--- config.mk ---
export PLATFORM = sky130hd
export DESIGN_NAME = mem_port_arbiter
export DESIGN_NICKNAME = d
export VERILOG_FILES = /design/src/rtl/mem_arb_pkg.sv /design/src/rtl/mem_arb_rr2.sv /design/src/rtl/mem_port_arbiter.sv
export SDC_FILE = /design/constraint.sdc
export NUM_CORES = 1
export LEC_CHECK = 0
export ABC_AREA = 1
export BUFFER_PORTS_ARGS = -buffer_cell sky130_fd_sc_hd__buf_4
export CAP_MARGIN = 0
export CORE_AREA = 2 2 177 179
export CTS_BUF_LIST = sky130_fd_sc_hd__clkbuf_8
export DETAILED_ROUTE_END_ITERATION = 8
export DIE_AREA = 0 0 179 181
export GPL_TIMING_DRIVEN = 0
export SLEW_MARGIN = 0
export SYNTH_ARGS = -nofsm -noshare
export SYNTH_HDL_FRONTEND = slang
export SYNTH_SLANG_ARGS = --single-unit
export TNS_END_PERCENT = 20
--- constraint.sdc ---
create_clock -name clk -period 24.7 [get_ports clk]
set_input_delay 4.94 -clock clk [delete_from_list [all_inputs] [get_ports clk]]
set_output_delay 4.94 -clock clk [all_outputs]
set_load 0.01 [all_outputs]
--- src/rtl/mem_arb_pkg.sv ---
// Shared types and constants for the memory port arbiter.
// Holds the FSM state encoding, port owner encoding, data widths and
// the word-select helper used when a D-side read picks one word out of a line.
package mem_arb_pkg;

  typedef enum logic [1:0] {
    IDLE = 2'd0,
    BUSY = 2'd1,
    RESP = 2'd2
  } state_t;

  typedef enum logic {
    OWN_I = 1'b0,
    OWN_D = 1'b1
  } owner_t;

  localparam int LINE_W = 128;
  localparam int WORD_W = 32;
  localparam int WORDS_PER_LINE = LINE_W / WORD_W;

  // Address bits that pick a 32-bit word out of a 128-bit line
  localparam int WSEL_LO = 2;
  localparam int WSEL_HI = 3;

  // Lowest address bit that survives line alignment / word alignment
  localparam int LINE_ALIGN_LSB = 4;
  localparam int WORD_ALIGN_LSB = 2;

  // Word k of a line lives in bits [32k+31:32k]
  function automatic logic [WORD_W-1:0] select_word(input logic [LINE_W-1:0] line,
                                                    input logic [1:0]        idx);
    return line[32'(idx) * WORD_W +: WORD_W];
  endfunction

endpackage

--- src/rtl/mem_arb_rr2.sv ---
// Two-input round-robin picker.
// A lone request always wins; when both sides ask, the side that was not
// served last gets the port. Output is one-hot (or all-zero with no request).
module mem_arb_rr2
  import mem_arb_pkg::*;
(
  input  logic   i_req,
  input  logic   d_req,
  input  owner_t last_served,
  output logic   i_pick,
  output logic   d_pick
);

  // Pick the requester, breaking ties against the side served last
  always_comb begin
    i_pick = 1'b0;
    d_pick = 1'b0;
    if (i_req && d_req) begin
      if (last_served == OWN_D) begin
        i_pick = 1'b1;
      end else begin
        d_pick = 1'b1;
      end
    end else if (i_req) begin
      i_pick = 1'b1;
    end else if (d_req) begin
      d_pick = 1'b1;
    end
  end

endmodule

--- src/rtl/mem_port_arbiter.sv ---
// Shares one main-memory port between the I-cache line refill path and the
// D-side word access path. Each granted access holds the memory bus stable
// for MEM_LATENCY cycles, captures the returned line (or one word of it) on
// the last wait edge, then pulses the owner's valid for one cycle.
module mem_port_arbiter
  import mem_arb_pkg::*;
#(
  parameter int MEM_LATENCY = 3
) (
  input  logic              clk,
  input  logic              rst,

  input  logic              i_req,
  input  logic [31:0]       i_addr,
  output logic              i_gnt,
  output logic              i_valid,
  output logic [LINE_W-1:0] i_line,

  input  logic              d_req,
  input  logic              d_we,
  input  logic [31:0]       d_addr,
  input  logic [31:0]       d_wdata,
  output logic              d_gnt,
  output logic              d_valid,
  output logic [WORD_W-1:0] d_rdata,

  output logic              mem_en,
  output logic              mem_we,
  output logic [31:0]       mem_addr,
  output logic [31:0]       mem_wdata,
  input  logic [LINE_W-1:0] mem_rline
);

  localparam int CNT_W = $clog2(MEM_LATENCY + 1);
  localparam logic [CNT_W-1:0] CNT_LAST = CNT_W'(MEM_LATENCY - 1);

  state_t            state;
  state_t            state_nxt;
  owner_t            owner;
  owner_t            last_served;
  logic [CNT_W-1:0]  wait_cnt;
  logic [31:0]       lat_addr;
  logic [31:0]       lat_wdata;
  logic              lat_we;
  logic              i_pick;
  logic              d_pick;
  logic              busy_done;
  logic              unused_addr_bits;

  // Alignment bits of the request addresses are intentionally dropped
  assign unused_addr_bits = ^{i_addr[LINE_ALIGN_LSB-1:0], d_addr[WORD_ALIGN_LSB-1:0]};

  assign busy_done = (state == BUSY) && (wait_cnt == CNT_LAST);

  mem_arb_rr2 u_rr2 (
    .i_req       (i_req),
    .d_req       (d_req),
    .last_served (last_served),
    .i_pick      (i_pick),
    .d_pick      (d_pick)
  );

  // State register; reset aborts any in-flight access straight to IDLE
  always_ff @(posedge clk or posedge rst) begin
    if (rst) begin
      state <= IDLE;
    end else begin
      state <= state_nxt;
    end
  end

  // Next-state logic: IDLE -> BUSY on a grant, BUSY -> RESP on the last wait edge
  always_comb begin
    state_nxt = state;
    case (state)
      IDLE: begin
        if (i_pick || d_pick) begin
          state_nxt = BUSY;
        end
      end
      BUSY: begin
        if (busy_done) begin
          state_nxt = RESP;
        end
      end
      RESP: begin
        state_nxt = IDLE;
      end
      default: begin
        state_nxt = IDLE;
      end
    endcase
  end

  // Output decode: grants only in IDLE (and never during reset), bus only in BUSY, valid only in RESP
  always_comb begin
    i_gnt     = 1'b0;
    d_gnt     = 1'b0;
    i_valid   = 1'b0;
    d_valid   = 1'b0;
    mem_en    = 1'b0;
    mem_we    = 1'b0;
    mem_addr  = '0;
    mem_wdata = '0;
    case (state)
      IDLE: begin
        i_gnt = i_pick && !rst;
        d_gnt = d_pick && !rst;
      end
      BUSY: begin
        mem_en    = 1'b1;
        mem_we    = lat_we;
        mem_addr  = lat_addr;
        mem_wdata = lat_wdata;
      end
      RESP: begin
        i_valid = (owner == OWN_I);
        d_valid = (owner == OWN_D);
      end
      default: begin
        i_gnt = 1'b0;
      end
    endcase
  end

  // Latch owner and aligned address/we/wdata at the accepting edge
  always_ff @(posedge clk or posedge rst) begin
    if (rst) begin
      owner     <= OWN_I;
      lat_addr  <= '0;
      lat_we    <= 1'b0;
      lat_wdata <= '0;
    end else if (state == IDLE) begin
      if (i_pick) begin
        owner     <= OWN_I;
        lat_addr  <= {i_addr[31:LINE_ALIGN_LSB], {LINE_ALIGN_LSB{1'b0}}};
        lat_we    <= 1'b0;
        lat_wdata <= '0;
      end else if (d_pick) begin
        owner     <= OWN_D;
        lat_addr  <= {d_addr[31:WORD_ALIGN_LSB], {WORD_ALIGN_LSB{1'b0}}};
        lat_we    <= d_we;
        lat_wdata <= d_wdata;
      end
    end
  end

  // Wait counter: cleared while idle, counts each BUSY edge up to the last wait
  always_ff @(posedge clk or posedge rst) begin
    if (rst) begin
      wait_cnt <= '0;
    end else if (state == IDLE) begin
      wait_cnt <= '0;
    end else if ((state == BUSY) && !busy_done) begin
      wait_cnt <= wait_cnt + CNT_W'(1);
    end
  end

  // Capture returned data on the last wait edge and remember who was served
  always_ff @(posedge clk or posedge rst) begin
    if (rst) begin
      i_line      <= '0;
      d_rdata     <= '0;
      last_served <= OWN_D;
    end else if (busy_done) begin
      last_served <= owner;
      if (owner == OWN_I) begin
        i_line <= mem_rline;
      end else if (!lat_we) begin
        d_rdata <= select_word(mem_rline, lat_addr[WSEL_HI:WSEL_LO]);
      end
    end
  end

endmodule
==> results of run 1 <==
[layout make-up]
| type | count | area (sq um) |
|---|---|---|
| Fill cell | 3048 | 14200 |
| Sequential cell | 229 | 5730 |
| Multi-Input combinational cell | 879 | 4260 |
| Timing Repair Buffer | 452 | 3430 |
| Inverter | 227 | 860 |
| Clock buffer | 52 | 716 |
| Buffer | 93 | 576 |
| Tap cell | 396 | 495 |
| Clock inverter | 23 | 93.8 |
| Antenna cell | 1 | 2.50 |
[power by group]
part / total [mW] / leakage, nW / switching, mW / internal, mW
registers: 0.659 / 2.80 / 0.0985 / 0.561
logic: 1.04 / 5.69 / 0.597 / 0.446
clock network: 0.349 / 0.487 / 0.160 / 0.189
total: 2.05 / 8.98 / 0.856 / 1.20
[per-layer routing]
| layer | vias up | wire length [um] | track usage [%] | share of wire (%) |
|---|---|---|---|---|
| li1 | 5391 | - | - | - |
| met1 | 5089 | 16000 | 29.8 | 37 |
| met2 | 404 | 21100 | 44.7 | 49 |
| met3 | 96 | 4210 | 9.07 | 9.8 |
| met4 | 0 | 1580 | 9.50 | 3.7 |
| met5 | - | 0 | 0 | 0 |
[layout by cell type (no fill, tap or decap), types with 2 or more instances in the layout]
| cell type | n |
|---|---|
| nor3_1 | 3 |
| clkbuf_8 | 52 |
| nand3b_1 | 28 |
| dfrtp_1 | 228 |
| nor2_2 | 2 |
| buf_2 | 15 |
| buf_16 | 2 |
| buf_6 | 23 |
| nand2_2 | 2 |
| o21ai_1 | 14 |
| o21ai_2 | 110 |
| buf_1 | 10 |
| clkinv_2 | 3 |
| conb_1 | 2 |
| buf_4 | 459 |
| inv_1 | 242 |
| inv_2 | 2 |
| o21ai_0 | 74 |
| nor2_1 | 66 |
| nand3_1 | 130 |
| clkbuf_1 | 35 |
| nand2_1 | 445 |
[worst max-delay path by stage]
stage,start,to,slack (ps),depth (start not counted)
2_1_floorplan,rst,d_gnt,9500,3
3_3_place_gp,rst,d_gnt,7110,5
3_5_place_dp,d_req,i_gnt,13690,7
4_1_cts,d_req,i_gnt,13670,7
5_1_grt,d_req,i_gnt,13560,7
6_report,d_req,i_gnt,13670,7
[sequential cells by signal, summed over array words and instances (netlist names)]
signal,cells
d_rdata,32
i_line,128
last_served,1
lat_addr,30
lat_wdata,32
lat_we,1
owner,1
state,2
wait_cnt,2
[cells by family after synthesis]
kind of cell               after synthesis
buffers and inverters                  320
AOI/OAI and AO/OA                      199
adders and majority gates                1
other                                    1
and+or+nand+nor                        677
DFF                                    229
[cell usage after synthesis]
cell / instances / area (sq um)
buf_1: 10 / 37.5
buf_2: 15 / 75.1
buf_4: 9 / 67.6
buf_6: 23 / 259
clkbuf_1: 35 / 131
clkbuf_2: 1 / 5.00
clkinv_1: 1 / 3.75
conb_1: 1 / 3.75
dfrtp_1: 228 / 5710
dfstp_2: 1 / 26.3
ha_1: 1 / 12.5
inv_1: 224 / 841
inv_2: 2 / 7.51
nand2_1: 445 / 1670
nand2_2: 2 / 12.5
nand3_1: 130 / 651
nand3b_1: 28 / 210
nor2_1: 66 / 248
nor2_2: 2 / 12.5
nor2_4: 1 / 11.3
nor3_1: 3 / 15.0
o21a_1: 1 / 7.51
o21ai_0: 74 / 370
o21ai_1: 14 / 70.1
o21ai_2: 110 / 963
[metrics by stage]
step / hold slack (ps) / std cells
2_1_floorplan: 449 / 1428
3_3_place_gp: 464 / 2274
3_5_place_dp: 466 / 2276
4_1_cts: 481 / 2351
5_1_grt: 491 / 2351
6_report: 479 / 2352
[worst max-delay path: cells and delay by family]
kind                   cells  cell delay [ps]
buffers and inverters      4              910
AND/OR/NAND/NOR            3              220
==> Flow_metrics.wiki, run 1 <==
{| class="wikitable"
! Metric !! Value
|-
| Number of distinct library cells after synthesis || 25
|-
| Global-route total usage across every layer || between 20% and 30%
|-
| Final wirelength || roughly 43000 um
|-
| R2R depth || 6
|-
| Height of the die || ~180 um
|-
| Final core utilization || 53.3%
|-
| Maximum number of pins on one net before global-route repair || 93
|-
| Setup CP Type || primary input to output pin
|-
| Final weighted congestion in routability-driven placement || 0.862
|-
| Final routed wire length divided by cell count || around 18 um
|-
| Average instance area after synthesis || ~8.0 sq um
|-
| Violation count after the first detailed-routing iteration || 508
|-
| Largest fanout of any net on the critical path || 10
|-
| Post-synthesis sequential area ratio || around half
|-
| Worst Setup Slack post-DPL || about 14000 ps
|-
| Flops & latches, synth || 229
|-
| Max-capacitance violation count || 0
|-
| Count of input and output buffers || between 400 and 500
|-
| Die ar. || roughly 32000 sq um
|-
| Cts bufs inserted || 42
|-
| Deepest level of the CTS H-tree || 2
|-
| Drt first pass iters || 8
|-
| Final sum of negative setup slack || 0 ps
|-
| Outcome || complete, no violations
|-
| Time the worst path needs with I/O delays and setup || about 11000 ps
|-
| Hold Fails Final Rpt || 0
|-
| Post_cts resized || 0
|-
| Final Skew || a little over 30 ps
|-
| Number of antenna violations at the first check in global routing || 2
|-
| Power density relative to cell area || 127 nW/um^2
|-
| Worst hold path class || flip-flop to flip-flop
|-
| First-pass GRT wire length || 64000 um
|-
| Ordered cell list for the critical path || buf_4 > nand2_1 > nand2_1 > buf_2 > buf_1 > nor3_1 > buf_4
|-
| Number of instances in the synthesized netlist || around 1400
|-
| Simple logic cell fraction of the synthesized area || between 20% and 30%
|-
| Net count, final || between 2000 and 2500
|-
| Hold buffers post-CTS || 0
|-
| Count of antenna-violating nets left after detailed routing || 0
|-
| Proportion of layout cells with a drive suffix above 1 || 34.5%
|-
| CTS sink count || roughly 230
|-
| Number of warnings printed during yosys synthesis || 0
|-
| Data required time of the worst path || approximately 20000 ps
|-
| Layout overhead on the synthesized area || 41.6%
|-
| Arrival time worst endpoint || approximately 6100 ps
|-
| Multiplexer share of the synthesized area || 0%
|-
| Post-synthesis cell area || between 10000 and 15000 sq um
|-
| Reg-to-reg critical path startpoint || state[1]$_DFFE_PP0P_
|-
| Number of setup buffers added after CTS || 0
|-
| Total half-perimeter wirelength after legalization and detailed placement || 33700 um
|-
| Via count || around 11000
|-
| Area fraction in compound gates after synthesis || 12.4%
|-
| Vias per inst || between 4 and 5
|-
| Setup slack of the worst register-to-register path || between 20000 and 25000 ps
|-
| Critical Path Source Type || primary input
|-
| Number of rows in the core area || 64
|-
| Insertion delay to the later sink of the worst-skew pair || around 550 ps
|-
| Actual slew at the worst max-slew pin || 667 ps
|-
| Endpoint of the worst hold path || lat_addr[4]$_DFFE_PP0P_
|-
| Synth Area in XOR/XNOR || 0%
|-
| Maximum resistive drop on vdd || 0.0485 mV
|-
| CTS clock-pin slew for the worst setup and hold paths || 50 ps
|-
| Final critical-path setup slack || 13670 ps
|-
| Main combinational cell family by area after synthesis || simple AND/OR/NAND/NOR gates
|-
| Leak Pwr || around 9.0 nW
|-
| Fraction of the mapped netlist area in adder cells || less than 1%
|-
| Final count of negative-setup-slack endpoints || 0
|-
| CTS tree || done
|-
| Cell area after layout || between 15000 and 20000 sq um
|-
| Core area || a little over 30000 sq um
|-
| CP Capture Type || output pin
|-
| Worst rel slew slack || between 50% and 60%
|-
| Area post-placement || 15400 sq um
|-
| Remaining DRCs || 0
|-
| Vias in the first global route || 11200
|-
| Slowest stage cell on the critical path || buf_1
|-
| Top-Level Pins || roughly 460
|-
| Final Slew Violations || 0
|-
| Endpoint of the worst-slack reg-to-reg timing path || lat_addr[2]$_DFFE_PP0P_
|-
| Period utilization || 44.7%
|-
| Slowest Stage Delay on Critical Path || between 400 and 500 ps
|-
| Maximum clock rate || about 91 MHz
|-
| Overflow after GRT || 0
|-
| Power, Total || between 2 and 2.5 mW
|-
| Clk buf depth || 3
|-
| Number of stages on the worst hold path || 2
|-
| Worst Hold Launch || lat_addr[4]$_DFFE_PP0P_
|-
| Unrepaired setup endpoints after global routing || false
|-
| Die boundary width || about 180 um
|-
| Initial standard-cell utilization of the core || 37.6%
|-
| Cell at the root of the clock tree || clkbuf_8
|}
Note: power is estimated with default switching activity, not from simulation.
==> run 2: changes to the inputs <==
--- a/config.mk
+++ b/config.mk
@@ -8,10 +8,10 @@
 export ABC_AREA = 1
 export BUFFER_PORTS_ARGS = -buffer_cell sky130_fd_sc_hd__buf_4
 export CAP_MARGIN = 0
-export CORE_AREA = 2 2 177 179
+export CORE_AREA = 2 2 181 183
 export CTS_BUF_LIST = sky130_fd_sc_hd__clkbuf_8
 export DETAILED_ROUTE_END_ITERATION = 8
-export DIE_AREA = 0 0 179 181
+export DIE_AREA = 0 0 183 185
 export GPL_TIMING_DRIVEN = 0
 export SLEW_MARGIN = 0
 export SYNTH_ARGS = -nofsm -noshare
==> constraint.sdc (replaced) <==
create_clock -name clk -period 9.4 [get_ports clk]
set_input_delay 1.88 -clock clk [delete_from_list [all_inputs] [get_ports clk]]
set_output_delay 1.88 -clock clk [all_outputs]
set_load 0.01 [all_outputs]
==> run 2 against run 1 <==
  * Sequential share of layout area rose by 0.052 points
  * Clock-buffer cell count fell by 2
  * Final cell count rose by 0.55%
  * Combinational power rose to 2.6 times the previous value
  * Register-to-register slack got worse by 15000 ps
  * Flip-flop and latch count did not move
==> Flow_metrics.wiki, run 2 (synthesis gave the netlist of run 1 again) <==
{| class="wikitable"
! Metric !! Value
|-
| Outcome || complete, no violations
|-
| CP Capture Type || output pin
|-
| Via count || 11100
|-
| Largest fanout of any net on the critical path || 10
|-
| R2R depth || 7
|-
| Maximum clock rate || just over 200 MHz
|-
| Final core utilization || around half
|-
| Power density relative to cell area || 335 nW/um^2
|-
| Count of antenna-violating nets left after detailed routing || 0
|-
| Register with the most flip-flops || i_line
|-
| Global-route total usage across every layer || 25.5%
|-
| Maximum resistive drop on vdd || about 0.14 mV
|-
| Fraction of met3 tracks used by global routing || under 10%
|-
| Number of filler cells placed in the layout || 3206
|-
| Worst Hold Launch || lat_addr[16]$_DFFE_PP0P_
|-
| Max-capacitance violation count || 0
|-
| Number of antenna violations at the first check in global routing || 2
|-
| Data required time of the worst path || 7520 ps
|-
| Most used routing layer in global routing || met2
|-
| Most common cell after layout, fill and taps aside || buf_4
|-
| Flop pwr share || 32.2%
|-
| CTS clock-pin slew for the worst setup and hold paths || 50 ps
|-
| Final Slew Violations || 0
|-
| Final wirelength || between 40000 and 50000 um
|-
| Switch Pwr || between 2 and 2.5 mW
|-
| Period utilization || between 50 and 60%
|-
| Remaining DRCs || 0
|-
| Power, Total || 5.40 mW
|-
| Regs by FF count || i_line x128, d_rdata x32, lat_wdata x32
|-
| Overflow after GRT || 0
|-
| Final routed wire length divided by cell count || around 18 um
|-
| Proportion of layout cells with a drive suffix above 1 || about a third
|-
| Met1 Usage GRT || about 30%
|-
| Clk pwr share || about 17%
|-
| Worst rel slew slack || between 40 and 50%
|-
| Violation count after the first detailed-routing iteration || 583
|-
| Final count of negative-setup-slack endpoints || 0
|-
| Count of input and output buffers || between 400 and 500
|-
| Core area || approximately 32000 sq um
|-
| Met2 global-route usage || between 40% and 50%
|-
| Number of rows in the core area || 66
|-
| Cell at the root of the clock tree || clkbuf_8
|-
| Final critical-path setup slack || 4520 ps
|-
| Slowest stage cell on the critical path || clkbuf_1
|-
| Endpoint of the worst hold path || lat_addr[16]$_DFFE_PP0P_
|-
| Leak Pwr || roughly 9.0 nW
|-
| Maximum number of pins on one net before global-route repair || between 100 and 150
|-
| Ordered cell list for the critical path || buf_4 > clkbuf_1 > buf_2 > nand2_1 > nand3_1 > nor2_1 > buf_4
|-
| Switching portion of total power || about 42%
|-
| Slowest Stage Delay on Critical Path || between 300 and 400 ps
|-
| Internal power summed over all cells || 3.12 mW
|-
| Time the worst path needs with I/O delays and setup || approximately 4900 ps
|-
| Worst hold path class || flip-flop to flip-flop
|-
| Reg-to-reg critical path startpoint || wait_cnt[0]$_DFFE_PP0P_
|-
| Most used cells in the layout excluding fill and tap cells || 459 x buf_4, 445 x nand2_1, 246 x inv_1
|-
| Layout overhead on the synthesized area || 41.4%
|-
| Clk buf depth || 3
|-
| Final Skew || 37.6 ps
|-
| Die boundary width || between 150 and 200 um
|-
| First-pass GRT wire length || between 60000 and 70000 um
|-
| Insertion delay to the later sink of the worst-skew pair || ~560 ps
|-
| Die ar. || 33900 sq um
|-
| Arrival time worst endpoint || about 3000 ps
|-
| Cts bufs inserted || 43
|-
| Worst Setup Slack post-DPL || 4450 ps
|-
| Vias per inst || between 4 and 5
|-
| Actual slew at the worst max-slew pin || 804 ps
|-
| Endpoint of the worst-slack reg-to-reg timing path || i_line[121]$_DFFE_PP0P_
|-
| Hold Fails Final Rpt || 0
|-
| Number of stages on the worst hold path || 2
|-
| CTS sink count || 229
|-
| CTS tree || done
|-
| Number of setup buffers added after CTS || 0
|-
| Post_cts resized || 0
|-
| Proportion of power drawn by combinational gates || between 50% and 60%
|-
| Final weighted congestion in routability-driven placement || roughly 0.87
|-
| Height of the die || between 150 and 200 um
|-
| Initial standard-cell utilization of the core || a little over a third
|-
| Critical Path Source Type || primary input
|-
| Max reg flops || 128
|-
| Top-Level Pins || approximately 460
|-
| Vias in the first global route || 11300
|-
| Total half-perimeter wirelength after legalization and detailed placement || between 30000 and 40000 um
|-
| Net count, final || between 2000 and 2500
|-
| Hold buffers post-CTS || 0
|-
| Setup CP Type || primary input to output pin
|-
| Unrepaired setup endpoints after global routing || false
|-
| Critical Path Most Common Cell || buf_4
|-
| Setup slack of the worst register-to-register path || between 7000 and 8000 ps
|-
| Drt first pass iters || 5
|-
| Deepest level of the CTS H-tree || 2
|}
run 2: worst max path at each step:
stage          depth (start not counted)   from    end  slack, ps
2_1_floorplan                          3    rst  d_gnt        320
3_3_place_gp                           5    rst  d_gnt      -2050
3_5_place_dp                           5    rst  d_gnt       4450
4_1_cts                                5    rst  d_gnt       4450
5_1_grt                                5    rst  d_gnt       4360
6_report                               7  i_req  d_gnt       4520
run 2: critical path, delay by kind of cell:
family,cells,cell delay (ps)
AND/OR/NAND/NOR,3,200
buffers and inverters,4,910
run 2: power groups by stage:
stage               combinational (mW)  sequential (mW)  clock, mW
global placement                  2.74             1.74          0
floorplan                         1.30             1.86          0
global route                      3.02             1.79      0.981
CTS                               2.78             1.74      0.932
detailed placement                2.78             1.75          0
finish                            2.75             1.74      0.917
run 2: per-stage QoR:
step	instance area [sq um]	instances	hold WS (ps)	TNS [ps]
final	16100	2365	477	0
after CTS	16100	2362	481	0
after floorplan	11400	1428	449	0
after global placement	15300	2286	462	-427330
after detailed placement	15300	2287	466	0
after global routing	16100	2364	489	0
run 2: area by class of cell:
class / count / area [sq um] / area share, %
Clock buffer: 50 / 688 / 4.26
Multi-Input combinational cell: 879 / 4260 / 26.4
Sequential cell: 229 / 5730 / 35.5
Inverter: 227 / 860 / 5.32
Tap cell: 408 / 510 / 3.16
Timing Repair Buffer: 451 / 3410 / 21.1
Antenna cell: 3 / 7.51 / 0.0465
Buffer: 93 / 576 / 3.56
Clock inverter: 25 / 105 / 0.651
run 2: per-layer routing:
metal / up-vias / wire [um]
li1: 5406 / -
met1: 5164 / 16700
met2: 455 / 21300
met3: 89 / 4050
met4: 0 / 1650
met5: - / 0
==> run 3: changes to the inputs <==
==> constraint.sdc (replaced) <==
create_clock -name clk -period 3.92 [get_ports clk]
set_input_delay 0.784 -clock clk [delete_from_list [all_inputs] [get_ports clk]]
set_output_delay 0.784 -clock clk [all_outputs]
set_load 0.01 [all_outputs]
==> run 3 against run 2 <==
  * Clock power grew 140%
  * Hold slack lost 210 ps
  * Global-route usage is essentially flat
  * Power grew 140%
  * Sequential power grew 140%
  * Final area grew 0.59%
  * Wire length grew 0.10%
  * Setup slack lost 3500 ps
  * Clock skew shrank 13 ps
  * Non-clock buffer count grew 5
  * First-iteration DRC count shrank 11%
  * Largest cell class unchanged
  * Largest power group unchanged
==> Flow_metrics.wiki, run 3 (synthesis gave the netlist of run 1 again) <==
{| class="wikitable"
! Metric !! Value
|-
| Cell area after layout || 16200 sq um
|-
| Remaining DRCs || 0
|-
| CTS sink count || roughly 230
|-
| Fin cells || between 2000 and 2500
|-
| Die ar. || around 34000 sq um
|-
| Maximum resistive drop on vdd || 0.361 mV
|-
| Arrival time worst endpoint || ~2100 ps
|-
| Actual slew at the worst max-slew pin || between 800 and 900 ps
|-
| Maximum number of pins on one net before global-route repair || 41
|-
| Final routed wire length divided by cell count || 18.5 um
|-
| Reg-to-reg critical path startpoint || state[1]$_DFFE_PP0P_
|-
| Period utilization || roughly 75%
|-
| Number of filler cells placed in the layout || about 3300
|-
| Largest delay share family, worst path || buffers and inverters
|-
| Register with the most flip-flops || i_line
|-
| Overflow after GRT || 0
|-
| Layout overhead on the synthesized area || 42.2%
|-
| Global-route total usage across every layer || approximately a quarter
|-
| Clk buf depth || 3
|-
| Count of input and output buffers || 450
|-
| Switch Pwr || approximately 5.5 mW
|-
| Proportion of layout cells with a drive suffix above 1 || approximately 35%
|-
| Count of antenna-violating nets left after detailed routing || 0
|-
| Switching portion of total power || a little over two fifths
|-
| Leak Pwr || 8.99 nW
|-
| First-pass GRT wire length || 65500 um
|-
| Maximum clock rate || 342 MHz
|-
| Slowest Stage Delay on Critical Path || 540 ps
|-
| Final weighted congestion in routability-driven placement || approximately 0.88
|-
| Insertion delay to the later sink of the worst-skew pair || about 550 ps
|-
| Most used cells in the layout excluding fill and tap cells || 459 x buf_4, 445 x nand2_1, 241 x inv_1
|-
| Violation count after the first detailed-routing iteration || approximately 520
|-
| Internal power summed over all cells || ~7.6 mW
|-
| Critical Path Most Common Cell || nand2_1
|-
| CTS tree || done
|-
| Area post-placement || 15400 sq um
|-
| Cts bufs inserted || between 40 and 50
|-
| Initial standard-cell utilization of the core || a little over a third
|-
| Deepest level of the CTS H-tree || 2
|-
| Time the worst path needs with I/O delays and setup || slightly below 3000 ps
|-
| Final Slew Violations || 0
|-
| Clk pwr share || approximately 17%
|-
| Largest fanout of any net on the critical path || 10
|-
| Via count || between 10000 and 15000
|-
| Placed instance count || 2292
|-
| Power, Total || ~13 mW
|-
| Hold buffers post-CTS || 0
|-
| Regs by FF count || i_line x128, d_rdata x32, lat_wdata x32
|-
| N_diodes || 0
|-
| Hold slack || 271 ps
|-
| Final core utilization || about half
|-
| Worst rel slew slack || between 40% and 50%
|-
| Area used by multi-input combinational logic || ~4300 sq um
|-
| Power density relative to cell area || roughly 800 nW/um^2
|-
| Most common cell after layout, fill and taps aside || buf_4
|-
| Max-capacitance violation count || 0
|-
| CP Capture Type || output pin
|-
| Unrepaired setup endpoints after global routing || false
|-
| Vias per inst || 4.68
|-
| Vias in the first global route || between 10000 and 15000
|-
| CTS clock-pin slew for the worst setup and hold paths || approximately 60 ps
|-
| Outcome || complete, no violations
|-
| Crit path launch || last_served$_DFFE_PP1P_
|-
| Proportion of power drawn by combinational gates || between 50% and 60%
|-
| Final wirelength || about 44000 um
|-
| Ordered cell list for the critical path || inv_1 > nand2_1 > nand2_1 > buf_2 > buf_1 > nor3_1 > buf_4
|-
| Number of buffer and inverter stages on the critical path || 4
|-
| Total half-perimeter wirelength after legalization and detailed placement || approximately 35000 um
|-
| Final count of negative-setup-slack endpoints || 0
|-
| Height of the die || around 190 um
|-
| Worst hold path class || primary input to async pin
|-
| Post_cts resized || 0
|-
| Max reg flops || between 100 and 150
|-
| Data required time of the worst path || approximately 3100 ps
|-
| Top-Level Pins || about 460
|-
| Number of rows in the core area || 66
|-
| Register area || between 5000 and 6000 sq um
|-
| Net count, final || around 2200
|-
| Flop pwr share || approximately a third
|-
| Number of antenna violations at the first check in global routing || 0
|-
| Slowest stage cell on the critical path || dfstp_2
|-
| Critical Path Source Type || flip-flop
|-
| Drt first pass iters || 5
|-
| Die boundary width || 183 um
|-
| Final Skew || roughly 24 ps
|-
| Setup CP Type || flip-flop to output pin
|-
| Number of setup buffers added after CTS || 0
|-
| Cell at the root of the clock tree || clkbuf_8
|-
| Hold Fails Final Rpt || 0
|-
| Core area || around 32000 sq um
|}
## run 3: cell count changes in the layout (fill, tap and decap cells not counted)
cell / previous run / this run
diode_2: 3 / 0
clkinvlp_4: 1 / 2
clkinv_2: 0 / 1
buf_12: 0 / 6
inv_8: 2 / 0
inv_6: 0 / 1
buf_16: 1 / 0
bufinv_16: 0 / 1
inv_1: 246 / 241
## run 3: power by group through the flow
stage / Sequential [mW] / Clock (mW) / Combinational (mW)
global route: 4.30 / 2.41 / 7.26
CTS: 4.17 / 2.29 / 6.70
finish: 4.17 / 2.24 / 6.61
global placement: 4.17 / 0 / 6.59
floorplan: 4.47 / 0 / 3.11
detailed placement: 4.19 / 0 / 6.68
## run 3: path summary, 6_finish.rpt
check                      slack, ps                        end  depth (start not counted)
max                              990                      i_gnt                          7
min                              270   lat_addr[19]$_DFFE_PP0P_                          2
max reg2reg                     2010    lat_addr[2]$_DFFE_PP0P_                          6
min reg2reg                      480    lat_addr[8]$_DFFE_PP0P_                          2
max in group asynchronous       2360     i_line[44]$_DFFE_PP0P_                          6
min in group clk                 470  lat_wdata[16]$_DFFE_PP0P_                          3
## run 3: layout make-up
type,count,area share [%]
Timing Repair Buffer,456,21.5
Clock inverter,22,0.732
Buffer,93,3.54
Multi-Input combinational cell,879,26.2
Sequential cell,229,35.3
Clock buffer,50,4.24
Tap cell,408,3.14
Inverter,227,5.27
## run 3: per-layer routing
layer  global-route usage (%)  routed length [um]
met4                     7.26                1070
met1                     29.5               16900
met3                     7.63                3770
met5                        0                   0
met2                     45.9               22100
## run 3: through the flow
| step | TNS (ps) | setup WS (ps) |
|---|---|---|
| 2_1_floorplan | -1380 | -1380 |
| 3_3_place_gp | -358040 | -3310 |
| 3_5_place_dp | 0 | 964 |
| 4_1_cts | 0 | 949 |
| 5_1_grt | 0 | 837 |
| 6_report | 0 | 993 |
